`config.mk`:
```
export PLATFORM = sky130hd
export DESIGN_NAME = ce_nco_bank
export DESIGN_NICKNAME = d
export VERILOG_FILES = /design/src/rtl/ce_nco_pkg.sv /design/src/rtl/ce_nco_chan.sv /design/src/rtl/ce_nco_bank.sv
export SDC_FILE = /design/constraint.sdc
export NUM_CORES = 1
export LEC_CHECK = 0
export BUFFER_PORTS_ARGS = -buffer_cell sky130_fd_sc_hd__buf_4
export CORE_MARGIN = 2
export CORE_UTILIZATION = 25
export DETAILED_ROUTE_END_ITERATION = 10
export GPL_ROUTABILITY_DRIVEN = 0
export SLEW_MARGIN = 10
export SYNTH_ARGS = -nofsm -noshare
export SYNTH_HDL_FRONTEND = slang
export SYNTH_SLANG_ARGS = --single-unit
```
`constraint.sdc`:
```
create_clock -name refclk -period 3.8 [get_ports refclk]
set_clock_uncertainty 0.15 [all_clocks]
set_input_delay 0.76 -clock refclk [delete_from_list [all_inputs] [get_ports refclk]]
set_output_delay 0.76 -clock refclk [all_outputs]
set_load 0.03 [all_outputs]
```
`src/rtl/ce_nco_pkg.sv`:
```
// rtl/ce_nco_pkg.sv - shared types, constants and helpers for the clock-enable NCO bank
//
// Holds the control FSM state enumeration, the channel-select width helper
// and the legal ranges of the bank parameters. No ports.

package ce_nco_pkg;

  // Legal parameter ranges for ce_nco_bank.
  localparam int NUM_CH_MIN      = 1;
  localparam int NUM_CH_MAX      = 8;
  localparam int ACC_W_MIN       = 8;
  localparam int ACC_W_MAX       = 32;
  localparam int LOCK_CYCLES_MIN = 2;

  typedef enum logic [1:0] {
    S_SETTLE = 2'd0,
    S_LOAD   = 2'd1,
    S_LOCKED = 2'd2
  } nco_state_t;

  // Channel-select width; a single channel still needs a 1-bit select port.
  function automatic int ch_width(input int n);
    return (n <= 2) ? 1 : $clog2(n);
  endfunction

endpackage

```
`src/rtl/ce_nco_chan.sv`:
```
// rtl/ce_nco_chan.sv - single phase-accumulator clock-enable channel
//
// Ports:
//   clk        rising-edge clock
//   rst        synchronous active-high reset
//   load       one-cycle strobe: take load_inc/load_phase/load_en
//   load_inc   phase increment to install
//   load_phase accumulator preset to install
//   load_en    channel enable to install
//   ce         registered carry-out of the accumulator add
//   sq         accumulator MSB delayed by one register stage

module ce_nco_chan
  import ce_nco_pkg::*;
#(
  parameter int ACC_W = 32
) (
  input  logic             clk,
  input  logic             rst,
  input  logic             load,
  input  logic [ACC_W-1:0] load_inc,
  input  logic [ACC_W-1:0] load_phase,
  input  logic             load_en,
  output logic             ce,
  output logic             sq
);

  logic [ACC_W-1:0] inc;
  logic [ACC_W-1:0] acc;
  logic             en;
  logic [ACC_W:0]   sum;

  // One extra bit captures the wrap of the modulo-2^ACC_W add.
  assign sum = {1'b0, acc} + {1'b0, inc};

  always_ff @(posedge clk) begin
    if (rst) begin
      inc <= '0;
      acc <= '0;
      en  <= 1'b0;
      ce  <= 1'b0;
      sq  <= 1'b0;
    end else if (load) begin
      // The load edge does not accumulate; the first add happens on the next edge.
      inc <= load_inc;
      acc <= load_phase;
      en  <= load_en;
      ce  <= 1'b0;
      sq  <= 1'b0;
    end else if (en) begin
      acc <= sum[ACC_W-1:0];
      ce  <= sum[ACC_W];
      sq  <= acc[ACC_W-1];
    end else begin
      ce  <= 1'b0;
      sq  <= 1'b0;
    end
  end

endmodule

```
`src/rtl/ce_nco_bank.sv`:
```
// rtl/ce_nco_bank.sv - bank of NCO clock-enable generators with config port and lock indicator
//
// Ports:
//   refclk     single clock, all logic on its rising edge
//   rst        synchronous active-high reset
//   cfg_valid  configuration word offered
//   cfg_ready  configuration word acceptable (low in S_LOAD and during reset)
//   cfg_ch     target channel; values >= NUM_CH are accepted and dropped
//   cfg_inc    phase increment per cycle
//   cfg_phase  accumulator preset
//   cfg_en     channel enable
//   ce         one-cycle clock-enable pulses, one bit per channel
//   sq         square-wave view of each channel
//   locked     configuration unchanged for LOCK_CYCLES cycles

module ce_nco_bank
  import ce_nco_pkg::*;
#(
  parameter int  NUM_CH      = 5,
  parameter int  ACC_W       = 32,
  parameter int  LOCK_CYCLES = 1024,
  localparam int CH_W        = ch_width(NUM_CH)
) (
  input  logic              refclk,
  input  logic              rst,
  input  logic              cfg_valid,
  output logic              cfg_ready,
  input  logic [CH_W-1:0]   cfg_ch,
  input  logic [ACC_W-1:0]  cfg_inc,
  input  logic [ACC_W-1:0]  cfg_phase,
  input  logic              cfg_en,
  output logic [NUM_CH-1:0] ce,
  output logic [NUM_CH-1:0] sq,
  output logic              locked
);

  localparam int                CNT_W    = $clog2(LOCK_CYCLES);
  localparam logic [CNT_W-1:0]  CNT_INIT = CNT_W'(LOCK_CYCLES - 1);
  localparam logic [CH_W:0]     NUM_CH_V = (CH_W + 1)'(NUM_CH);

  nco_state_t        state;
  logic [CNT_W-1:0]  cnt;
  logic [CH_W-1:0]   stg_ch;
  logic [ACC_W-1:0]  stg_inc;
  logic [ACC_W-1:0]  stg_phase;
  logic              stg_en;
  logic              cfg_fire;
  logic              ch_ok;
  logic [NUM_CH-1:0] load_vec;

  assign cfg_ready = ~rst & (state != S_LOAD);
  assign cfg_fire  = cfg_valid & cfg_ready;
  // Widened compare so NUM_CH equal to 2^CH_W does not overflow.
  assign ch_ok     = ({1'b0, cfg_ch} < NUM_CH_V);

  always_ff @(posedge refclk) begin
    if (rst) begin
      state     <= S_SETTLE;
      cnt       <= CNT_INIT;
      locked    <= 1'b0;
      stg_ch    <= '0;
      stg_inc   <= '0;
      stg_phase <= '0;
      stg_en    <= 1'b0;
    end else if (cfg_fire && ch_ok) begin
      // Valid transfer from S_SETTLE or S_LOCKED; out-of-range channels
      // fall through below and leave the state and counter untouched.
      stg_ch    <= cfg_ch;
      stg_inc   <= cfg_inc;
      stg_phase <= cfg_phase;
      stg_en    <= cfg_en;
      state     <= S_LOAD;
      locked    <= 1'b0;
    end else begin
      case (state)
        S_LOAD: begin
          state  <= S_SETTLE;
          cnt    <= CNT_INIT;
          locked <= 1'b0;
        end
        S_SETTLE: begin
          if (cnt == '0) begin
            state  <= S_LOCKED;
            locked <= 1'b1;
          end else begin
            cnt <= cnt - 1'b1;
          end
        end
        S_LOCKED: begin
          locked <= 1'b1;
        end
        default: begin
          state  <= S_SETTLE;
          cnt    <= CNT_INIT;
          locked <= 1'b0;
        end
      endcase
    end
  end

  genvar i;
  generate
    for (i = 0; i < NUM_CH; i++) begin : g_chan
      // The staged word is applied on the edge that leaves S_LOAD.
      assign load_vec[i] = (state == S_LOAD) && (stg_ch == CH_W'(i));

      ce_nco_chan #(
        .ACC_W (ACC_W)
      ) u_chan (
        .clk        (refclk),
        .rst        (rst),
        .load       (load_vec[i]),
        .load_inc   (stg_inc),
        .load_phase (stg_phase),
        .load_en    (stg_en),
        .ce         (ce[i]),
        .sq         (sq[i])
      );
    end
  endgenerate

endmodule

```
Word level (Yosys, flattened, before mapping). Cells that the tools add are included.

Output and inout bits: 12. Input port bits: 71. Register bits after elaboration: 416.

Eq/ne operators: 11. Bitwise logic cells: 10. Add/sub/neg operators: 6. Reductions and logical operators: 23. Muxes and demuxes: 17. Magnitude comparators: 1.

Operators by type and width (count): two-way mux 32 bit (10); adder 32 x 32 -> 33 bit (5); one-hot mux 10 bit (2 select lines) (1); OR reduction 3 bit (5); logical NOT 10 bit (1); two-way mux 10 bit (1); nonzero test 2 bit (5); subtractor 10 x 1 -> 10 bit (second input constant) (1); inverter 1 bit (8); equality test 3 x 2 -> 1 bit (second input constant) (2); logical AND 1 bit (6); != test 2 bit (second input constant) (3); one-hot mux 2 bit (2 select lines) (1); AND reduction 2 bit (2); equality test 3 x 1 -> 1 bit (second input constant) (1); equality test 3 bit (second input constant) (1); logical NOT 3 bit (1); < comparator 3 bit (second input constant) (1); != test 3 bit (second input constant) (1); AND reduction 3 bit (1); AND 1 bit (2); equality test 2 x 1 -> 1 bit (second input constant) (1); equality test 2 bit (second input constant) (1); logical NOT 2 bit (1); 5 further kinds (6).

Logic depth before layout (Yosys ltp). Gate-level depths: netlist of run 1.

Depth after elaboration: 6. Depth in mapped cells: 12.

Hierarchy. Synthesis of run 1 repeated with hierarchy kept, for this count alone.

Cells, all modules: 3125. Area, all modules: 25498.2 µm².

Modules (own cells, without submodules): ce_nco_chan (g_chan[2].u_chan ...) (instances 3, cells each 563, sequential area each 1341.3 µm², area each 4515.6 µm²); ce_nco_chan (g_chan[0].u_chan ...) (instances 2, cells each 526, sequential area each 1341.3 µm², area each 4335.4 µm²); ce_nco_bank (instances 1, cells each 384, sequential area each 1621.6 µm², area each 3280.6 µm²).

Worst setup path before layout of run 1. Ideal clock, no wire load.

Kind: flip-flop to flip-flop. Start point: register g_chan[1].u_chan.acc[0]. End point: register g_chan[1].u_chan.acc[30]. Data arrival time: 3.042 ns. Path slack: 0.475 ns. Setup time: 0.132 ns. Cell stages (with the launch flop): 13. Buffers on the path: 0. Path through: dfxtp_1 -> ha_1 -> fa_1 -> a211oi_2 -> o21ai_0 -> a2111oi_2 -> o31ai_2 -> a41oi_1 -> a21oi_2 -> a221o_1 -> a21oi_1 -> mux2i_1 -> o22ai_1.

Longest elaborated chain between the ends: 3.

Ends and longest elaborated chain: from (decl) (line ce_nco_chan.sv:29) `logic [ACC_W-1:0] acc;`; from (signal assigned) (line ce_nco_chan.sv:46) `acc <= load_phase;`; from (signal assigned) (line ce_nco_chan.sv:51) `acc <= sum[ACC_W-1:0];`; adder 32 x 32 -> 33 bit (line ce_nco_chan.sv:34) `assign sum = {1'b0, acc} + {1'b0, inc};`; two-way mux 32 bit (line ce_nco_chan.sv:50) `end else if (en) begin`; two-way mux 32 bit (line ce_nco_chan.sv:43) `end else if (load) begin`.

No other way between the ends. The select of a mux whose other input is x is not followed. A chain may end at the register's enable or synchronous reset.

Worst setup path after layout of run 1. Ends and elaborated chain as after synthesis.

==> results of run 1 <==
==> kinds of logic (layout without fill, tap and decap cells) <==
kind of cell               count (synthesis)  count (layout)
muxes                                     99              99
adders and majority gates                166             166
buffers and inverters                    217             246
and+or+nand+nor                         1037            1037
DFF                                      416             416
AOI/OAI and AO/OA                        901             901
xor gates and xnor gates                 131             131
==> cell usage in the layout (no fill, tap or decap), types with 6 or more instances in the layout <==
cell and instances:
clkbuf_1 9, nand2b_1 81, o21a_1 16, o21bai_1 35, a31oi_1 17, o21ai_0 152
a211oi_1 140, a211o_1 6, xor2_1 43, a21oi_1 356, o2111ai_1 7, and3_1 19
a311oi_1 9, nor3_1 33, clkinv_2 10, nand4_1 9, buf_4 111, dfxtp_1 413
nor2b_1 20, o31ai_1 8, a21o_1 72, nor3b_1 9, and2_1 7, inv_1 46
clkbuf_8 11, a21boi_0 10, ha_1 161, or3_1 18, mux2i_1 97, nor2_1 247
or2_2 12, nor4_1 6, o211ai_1 16, clkbuf_16 49, xnor2_1 88, o22ai_1 10
nand2_1 514, nand3_1 34
==> worst max-delay path, cell delays in order, from the launching register on <==
cell and delay (ns):
dfxtp_1 0.32, ha_1 0.22, fa_1 0.44, a211oi_2 0.28, o21ai_1 0.20, a2111oi_4 0.42, o31ai_2 0.19, a41oi_2 0.27
a21oi_2 0.10, a221o_1 0.35, a21oi_1 0.19, mux2i_1 0.20, o22ai_1 0.09
==> flip-flops by register name, indices dropped and copies added (netlist names) <==
| name | flops |
|---|---|
| g_chan.u_chan.acc | 160 |
| g_chan.u_chan.inc | 160 |
| stg_inc | 32 |
| stg_phase | 32 |
| cnt | 10 |
| g_chan.u_chan.ce | 5 |
| g_chan.u_chan.en | 5 |
| g_chan.u_chan.sq | 5 |
| stg_ch | 3 |
| state | 2 |
| locked | 1 |
| stg_en | 1 |
==> path summary, 6_finish.rpt <==
| path | endpoint | from | slack (ns) | cells past startpoint |
|---|---|---|---|---|
| max reg2reg | g_chan[1].u_chan.acc[30] | g_chan[1].u_chan.acc[0] | 0.25 | 12 |
| min reg2reg | g_chan[0].u_chan.sq | g_chan[0].u_chan.acc[31] | 0.30 | 2 |
| min | stg_phase[27] | cfg_phase[27] | 0.22 | 3 |
| max | g_chan[1].u_chan.acc[30] | g_chan[1].u_chan.acc[0] | 0.25 | 12 |
==> metrics by stage <==
step | hold slack, ns | worst slack [ns] | instance area [sq um]
2_1_floorplan | 0.271 | 0.475 | 23600
3_3_place_gp | 0.291 | 0.0205 | 25400
3_5_place_dp | 0.292 | 0.0969 | 25400
4_1_cts | 0.182 | 0.0639 | 27000
5_1_grt | 0.210 | 0.0331 | 27000
6_report | 0.218 | 0.248 | 27000
==> power by group through the flow <==
stage | Sequential, mW | Clock, mW | Combinational (mW)
after global placement | 4.76 | 0 | 0.493
after detailed placement | 4.76 | 0 | 0.500
after global routing | 4.66 | 4.92 | 0.561
final | 4.66 | 4.64 | 0.498
after CTS | 4.66 | 4.77 | 0.502
after floorplan | 4.63 | 0 | 0.349
==> cell type report <==
cell class / instances / area, sq um / area share [%]
Clock buffer: 69 / 1410 / 5.23
Clock inverter: 17 / 150 / 0.557
Inverter: 46 / 173 / 0.640
Multi-Input combinational cell: 2334 / 14500 / 53.6
Sequential cell: 416 / 8330 / 30.9
Tap cell: 1254 / 1570 / 5.82
Timing Repair Buffer: 114 / 888 / 3.29
==> layer usage <==
metal / vias to the layer above / wire, um
met3: 106 / 2520
li1: 10500 / -
met5: - / 0
met4: 0 / 2200
met2: 360 / 31700
met1: 9631 / 31800
==> timing repair <==
action                     in CTS  in global routing
hold buffers                    0                  0
setup endpoints to repair       0                  6
resized for setup               0                  4
==> results.py, run 1 <==
metrics = {
    "run_status": {
        "status": "complete, no violations",
    },
    "critical_path": {
        "start_kind": "flop",
        "path_max_fanout": 4,
        "critical_path_required_ns": 4.10,
        "crit_arrival_ns": 3.85,
        "crit_type": "reg -> reg",
        "end_kind": "flop",
    },
    "synthesis": {
        "yosys.area_share.simple_pct": 19.2,
        "synth.cell_area_sq_um": 23600,
        "synthMuxAreaShare_pct": 4.21,
        "synth_area_leaders": "dfxtp_1 (35%), ha_1 (8.5%), nand2_1 (8.2%), a21oi_1 (7.5%), a211oi_1 (4.5%)",
        "ys_ff_latch": 416,
        "ys_types": 76,
        "synth_top_area_cell": "dfxtp_1",
        "synth_compound_area_share_pct": 23.7,
        "synth_common_cells": "nand2_1 (515), dfxtp_1 (416), a21oi_1 (356)",
        "synth_most_common_cell": "nand2_1",
        "synth-xor-area-share_pct": 4.86,
        "syn_area_per_cell_sq_um": 7.96,
        "ys.flop_type": "dfxtp_1",
        "synth-adder-area-share_pct": 8.96,
        "syn-num-nets": 3204,
        "syn_inst": 2967,
        "synth_top_family_by_area": "compound AO/OA/AOI/OAI gates",
        "synth_top_area_share_pct": 35.3,
        "synth-edff-count": 0,
        "yosysSeqAreaShare_pct": 35.3,
        "yosys_warnings": 0,
        "async_flop_share_pct": 0,
    },
    "die": {
        "start_util_pct": 25.3,
        "top_level_ports": 83,
        "rows": 112,
        "dieArea_sq_um": 96900,
        "core_region_area_sq_um": 93500,
        "fp.dieH_um": 311,
        "die_w_um": 311,
    },
    "power": {
        "swShare_pct": 24.8,
        "p_per_area_nw_per_um2": 363,
        "vdd_drop_max_v": 0.000310,
        "power.total_mw": 9.80,
        "internal-power_mw": 7.36,
        "p_seq_share_pct": 47.5,
        "power.leakage_nw": 10.5,
        "pwr-share-clk_pct": 47.4,
        "p_sw_mw": 2.43,
        "p_comb_share_pct": 5.1,
    },
    "clocking": {
        "cts.sinks": 416,
        "max-clock-path-buffers": 3,
        "htreeDepth": 2,
        "clk_latency_ns": 0.59,
        "clk_pin_slew_ns": 0.06,
        "post_cts_buffers": 0,
        "cts-root-buf": "clkbuf_16",
        "numCtsBuffers": 46,
        "cts_tree": "done",
    },
    "placed_design": {
        "io_buffers": 82,
        "hpwl_um": 48700,
        "placedCellCount": 4164,
    },
    "grt": {
        "gr-max-usage-layer": "met2",
        "grt-ovfl-total": 0,
        "grt_use_met2_pct": 22.9,
        "grt_pass1_vias": 19300,
        "track_usage_pct": 13.7,
        "antenna_found_initial": 0,
        "grt_pass1_wl_um": 108000,
        "use_met3_pct": 1.80,
        "gr-usage-met1_pct": 18.0,
        "grt_max_degree": 142,
    },
    "finish": {
        "fin_nets": 3195,
        "area_delta_synth_final_pct": 14.3,
        "fillers": 10100,
        "layout.cells.non_filler": 4250,
        "antennaDiodeCount": 0,
        "utilization_pct": 28.9,
        "drive_above_1_share_pct": 7.88,
    },
    "route": {
        "drc": 0,
        "route.vias.total": 20600,
        "routedWlPerCell_um": 16.1,
        "viasPerCell": 4.84,
        "drt_iter0_markers": 1434,
        "wirelength_um": 68200,
        "drt_pre_antenna_iters": 5,
        "ant_nets": 0,
    },
    "sta": {
        "hold_viol_final": 0,
        "maxSlewViolCount": 0,
        "fin_setup_tns_ns": 0,
        "max_freq_ghz": 0.282,
        "report.final.setup_viol": 0,
        "grt_setup_unrepaired": "false",
        "slew_headroom_pct": 19.6,
        "fin_crit_sh_pct": 93.5,
        "worstMarginPinSlew_ns": 1.21,
        "layout_min_cycle_time_ns": 3.55,
    },
    "min_path": {
        "hp-class": "in -> reg",
    },
    "run": {
        "max_cap_viol_count": 0,
    },
}
Power figures use the tool's default switching activity.
==> run 2, diff against run 1 <==
--- a/config.mk
+++ b/config.mk
@@ -6,10 +6,12 @@
 export NUM_CORES = 1
 export LEC_CHECK = 0
 export BUFFER_PORTS_ARGS = -buffer_cell sky130_fd_sc_hd__buf_4
+export CORE_ASPECT_RATIO = 1.4
 export CORE_MARGIN = 2
 export CORE_UTILIZATION = 25
 export DETAILED_ROUTE_END_ITERATION = 10
 export GPL_ROUTABILITY_DRIVEN = 0
+export PLACE_DENSITY = 0.41
 export SLEW_MARGIN = 10
 export SYNTH_ARGS = -nofsm -noshare
 export SYNTH_HDL_FRONTEND = slang
==> run 2 against run 1 <==
Clock power up 1%; global-route usage up 2.2 points; register-to-register slack about the same; via count down 0.64%; fmax up 0.18%; design area up 0.17%; combinational power up 4.6%; count of clock-buffer cells in the layout up 2; non-clock buffer count up 2; sequential share of layout area about the same.
==> results.py, run 2 (same netlist as run 1, synthesis figures left out) <==
metrics = {
    "critical_path": {
        "path_max_fanout": 4,
        "crit_type": "reg -> reg",
        "critical_path_required_ns": 4.12,
        "end_kind": "flop",
        "start_kind": "flop",
        "crit_arrival_ns": 3.86,
        "reg2regPathDepth": 12,
    },
    "power": {
        "p_seq_share_pct": 47.3,
        "p_comb_share_pct": 5.3,
        "p_sw_mw": 2.49,
        "power.leakage_nw": 10.5,
        "internal-power_mw": 7.42,
        "p_per_area_nw_per_um2": 367,
        "pwr-share-clk_pct": 47.5,
        "swShare_pct": 25.1,
        "vdd_drop_max_v": 0.000295,
    },
    "sta": {
        "hold_viol_final": 0,
        "report.final.setup_viol": 0,
        "grt_setup_unrepaired": "false",
        "slew_headroom_pct": 35.3,
        "fin_setup_tns_ns": 0,
        "maxSlewViolCount": 0,
        "max_freq_ghz": 0.282,
        "worstMarginPinSlew_ns": 0.971,
        "layout_min_cycle_time_ns": 3.55,
        "fin_crit_sh_pct": 93.3,
    },
    "min_path": {
        "holdPathStages": 3,
        "hp-class": "in -> reg",
    },
    "clocking": {
        "htreeDepth": 2,
        "max-clock-path-buffers": 3,
        "cts-root-buf": "clkbuf_16",
        "clk_latency_ns": 0.61,
        "clk_pin_slew_ns": 0.06,
        "cts_tree": "done",
        "numCtsBuffers": 46,
        "cts.sinks": 416,
    },
    "run": {
        "max_cap_viol_count": 0,
    },
    "finish": {
        "layout_commonest_cell": "nand2_1",
        "area_delta_synth_final_pct": 14.5,
        "antennaDiodeCount": 0,
        "drive_above_1_share_pct": 7.75,
        "utilization_pct": 28.8,
        "final_cell_mix": "nand2_1 (514), dfxtp_1 (412), a21oi_1 (356)",
        "fin_nets": 3197,
        "reg_top3": "g_chan.u_chan.acc: 160 flops, g_chan.u_chan.inc: 160 flops",
    },
    "grt": {
        "grt-ovfl-total": 0,
        "grt_pass1_wl_um": 121000,
        "antenna_found_initial": 4,
        "grt_max_degree": 161,
        "grt_pass1_vias": 20300,
        "track_usage_pct": 15.9,
    },
    "route": {
        "drt_pre_antenna_iters": 5,
        "viasPerCell": 4.85,
        "wirelength_um": 77900,
        "routedWlPerCell_um": 18.5,
        "ant_nets": 0,
        "drt_iter0_markers": 965,
        "route.vias.total": 20400,
        "drc": 0,
    },
    "die": {
        "dieArea_sq_um": 96900,
        "fp.dieH_um": 368,
        "die_w_um": 264,
        "core_region_area_sq_um": 93700,
        "top_level_ports": 83,
        "start_util_pct": 25.2,
        "rows": 133,
    },
    "placed_design": {
        "hpwl_um": 57700,
        "io_buffers": 82,
    },
    "run_status": {
        "status": "complete, no violations",
    },
}
==> run 2: worst paths after layout <==
path,startpoint,endpoint,slack (ns)
hold reg to reg,g_chan[3].u_chan.inc[21],g_chan[3].u_chan.inc[21],0.31
setup / recovery,g_chan[1].u_chan.acc[0],g_chan[1].u_chan.acc[30],0.25
setup reg to reg,g_chan[1].u_chan.acc[0],g_chan[1].u_chan.acc[30],0.25
hold / removal,cfg_inc[4],stg_inc[4],0.19
==> run 2: final cells by class <==
type | count | area (sq um)
clock buffer | 71 | 1420
multi-input combinational | 2334 | 14500
timing repair buffer | 116 | 966
clock inverter | 10 | 125
fill | 10200 | 66700
sequential | 416 | 8330
tap | 1215 | 1520
inverter | 46 | 173
==> run 2: what timing repair did <==
item | in CTS | in global routing
buffers inserted | 0 | 0
resized for setup | 0 | 4
endpoints found under the hold margin | 0 | 0
hold buffers | 0 | 0
setup endpoints to repair | 0 | 4
==> run 2: per-layer routing <==
metal  GRT usage (%)  routed length (um)  vias to the layer above  share of wire [%]
li1                -                   -                    10500                  -
met1            17.7               31700                     9635                 41
met2            30.8               41600                      233                 53
met3            2.02                2170                       94                2.8
met4            5.22                2390                        0                3.1
met5               0                   0                        -                  0
==> run 2: worst max-delay path, cell delays in order (launching register included) <==
cell and delay, ns:
dfxtp_1 0.31, ha_1 0.22, fa_1 0.43, a211oi_2 0.27, o21ai_1 0.20, a2111oi_4 0.44, o31ai_2 0.16, a41oi_2 0.25
a21oi_2 0.12, a221o_1 0.36, a21oi_1 0.20, mux2i_1 0.21, o22ai_1 0.09
==> run 2: power by group through the flow <==
stage	registers (mW)	clock network (mW)	logic [mW]
after global placement	4.80	0	0.527
after floorplan	4.63	0	0.349
final	4.68	4.70	0.521
after CTS	4.71	4.87	0.530
after detailed placement	4.80	0	0.528
after global routing	4.69	5.03	0.584
==> run 2: through the flow <==
stage	setup WS (ns)	hold slack [ns]	area, sq um	total power, mW	instances
2_1_floorplan	0.475	0.271	23600	4.98	2967
4_1_cts	0.115	0.165	27000	10.1	4208
3_5_place_dp	0.145	0.303	25400	5.33	4127
6_report	0.254	0.193	27000	9.91	4208
3_3_place_gp	0.137	0.298	25400	5.33	4127
5_1_grt	0.0122	0.175	27000	10.3	4208
==> run 3, diff against run 2 <==
--- a/config.mk
+++ b/config.mk
@@ -9,6 +9,7 @@
 export CORE_ASPECT_RATIO = 1.4
 export CORE_MARGIN = 2
 export CORE_UTILIZATION = 25
+export CTS_BUF_LIST = sky130_fd_sc_hd__clkbuf_16
 export DETAILED_ROUTE_END_ITERATION = 10
 export GPL_ROUTABILITY_DRIVEN = 0
 export PLACE_DENSITY = 0.41
==> run 3 against run 2 <==
Cell count is the same; count of clock-buffer cells in the layout shrank 22; setup slack improved by 0.0033 ns; total power shrank 2.7%; sequential power hardly changed.
==> results.py, run 3 (same netlist as run 1, synthesis figures left out) <==
metrics = {
    "run_status": {
        "status": "complete, no violations",
    },
    "sta": {
        "maxSlewViolCount": 0,
        "max_freq_ghz": 0.282,
        "fin_crit_sh_pct": 93.2,
        "layout_setup_ws_ns": 0.258,
        "fin_setup_tns_ns": 0,
        "layout_min_cycle_time_ns": 3.54,
        "slew_headroom_pct": 35.4,
        "report.final.setup_viol": 0,
        "hold_viol_final": 0,
        "grt_setup_unrepaired": "false",
        "worstMarginPinSlew_ns": 0.968,
    },
    "critical_path": {
        "crit_chain": "ha_1 > fa_1 > a211oi_2 > o21ai_1 > a2111oi_4 > o31ai_2 > a41oi_2 > a21oi_2 > a221o_1 > a21oi_1 > mux2i_1 > o22ai_1",
        "critPathMaxStageDelay_ns": 0.44,
        "slowest_stage": "a2111oi_4",
        "start_kind": "flop",
        "critical_path_required_ns": 4.12,
        "path_max_fanout": 4,
        "crit_type": "reg -> reg",
        "crit_arrival_ns": 3.86,
        "end_kind": "flop",
    },
    "die": {
        "fp.dieH_um": 368,
        "die_w_um": 264,
        "top_level_ports": 83,
        "dieArea_sq_um": 96900,
        "rows": 133,
        "start_util_pct": 25.2,
        "core_region_area_sq_um": 93700,
    },
    "placed_design": {
        "post-place-ws_ns": 0.145,
        "placedCellCount": 4127,
        "hpwl_um": 57700,
        "io_buffers": 82,
        "placed_area_sq_um": 25400,
    },
    "grt": {
        "grt_max_degree": 161,
        "grt-ovfl-total": 0,
        "grt_pass1_vias": 20300,
        "track_usage_pct": 15.9,
        "antenna_found_initial": 4,
        "grt_pass1_wl_um": 121000,
    },
    "clocking": {
        "clk_pin_slew_ns": 0.06,
        "cts.sinks": 416,
        "max-clock-path-buffers": 3,
        "numCtsBuffers": 46,
        "htreeDepth": 2,
        "hold_buffers": 0,
        "cts-root-buf": "clkbuf_16",
        "clk_latency_ns": 0.61,
        "cts_tree": "done",
    },
    "finish": {
        "area_delta_synth_final_pct": 14.0,
        "fin_nets": 3197,
        "final_cell_mix": "nand2_1 (514), dfxtp_1 (412), a21oi_1 (356)",
        "fillers": 10200,
        "layout_commonest_cell": "nand2_1",
        "drive_above_1_share_pct": 7.38,
        "layout.cells.non_filler": 4208,
        "reg_top3": "g_chan.u_chan.acc: 160 flops, g_chan.u_chan.inc: 160 flops",
        "antennaDiodeCount": 0,
        "finalInstanceArea_sq_um": 26900,
    },
    "run": {
        "max_cap_viol_count": 0,
    },
    "route": {
        "drt_pre_antenna_iters": 5,
        "routedWlPerCell_um": 18.5,
        "ant_nets": 0,
        "wirelength_um": 77800,
        "drc": 0,
        "drt_iter0_markers": 968,
        "viasPerCell": 4.86,
        "route.vias.total": 20400,
    },
    "power": {
        "vdd_drop_max_v": 0.000295,
        "p_per_area_nw_per_um2": 358,
        "swShare_pct": 25.7,
        "p_seq_share_pct": 48.6,
        "pwr-share-clk_pct": 46.0,
        "p_sw_mw": 2.48,
        "internal-power_mw": 7.17,
        "power.leakage_nw": 10.5,
        "p_comb_share_pct": 5.4,
    },
    "min_path": {
        "hp-class": "in -> reg",
    },
}
==> run 3: cell count changes in the layout (fill, tap and decap cells not counted), sizes merged <==
cell | previous run | this run
clkbuf | 71 | 49
inv | 46 | 57
clkinv | 7 | 18
==> run 3: stage by stage <==
stage          hold slack, ns  power, mW  util, %
4_1_cts                 0.165       9.84     28.7
3_5_place_dp            0.303       5.33     27.2
5_1_grt                 0.176       10.0     28.7
2_1_floorplan           0.271       4.98        -
3_3_place_gp            0.298       5.33     27.2
6_report                0.196       9.65     28.7
==> run 3: power groups by stage <==
stage / sequential [mW] / combinational, mW / clock, mW
5_1_grt: 4.69 / 0.585 / 4.77
4_1_cts: 4.71 / 0.530 / 4.61
3_5_place_dp: 4.80 / 0.528 / 0
2_1_floorplan: 4.63 / 0.349 / 0
6_report: 4.68 / 0.521 / 4.44
3_3_place_gp: 4.80 / 0.527 / 0
==> run 3: layout make-up <==
type | count | area, sq um | share of cell area, %
Clock buffer | 49 | 1230 | 4.56
Sequential cell | 416 | 8330 | 31.0
Clock inverter | 32 | 208 | 0.772
Inverter | 46 | 173 | 0.642
Tap cell | 1215 | 1520 | 5.65
Timing Repair Buffer | 116 | 966 | 3.59
Multi-Input combinational cell | 2334 | 14500 | 53.8
==> run 3: layer usage <==
layer,GRT usage (%),share of wire (%)
met5,0,0
met3,2.06,3.0
met1,17.7,41
met2,30.9,54
met4,5.01,2.9
==> run 3: final timing paths <==
check	start	to	slack (ns)	cells past startpoint
min reg2reg	g_chan[2].u_chan.inc[0]	g_chan[2].u_chan.inc[0]	0.31	2
max	g_chan[1].u_chan.acc[0]	g_chan[1].u_chan.acc[30]	0.26	12
min	cfg_phase[17]	stg_phase[17]	0.20	3
max reg2reg	g_chan[1].u_chan.acc[0]	g_chan[1].u_chan.acc[30]	0.26	12
==> run 3: what timing repair did <==
item	in CTS	in global routing
setup endpoints to repair	0	4
gates resized for setup	0	4
buffers inserted	0	0
==> run 3: worst max-delay path, delay by kind of cell, from the launching register on <==
kind,cells,cell delay [ns]
compound gates,9,2.08
fa+ha+maj,2,0.65
flops,1,0.31
mux,1,0.21
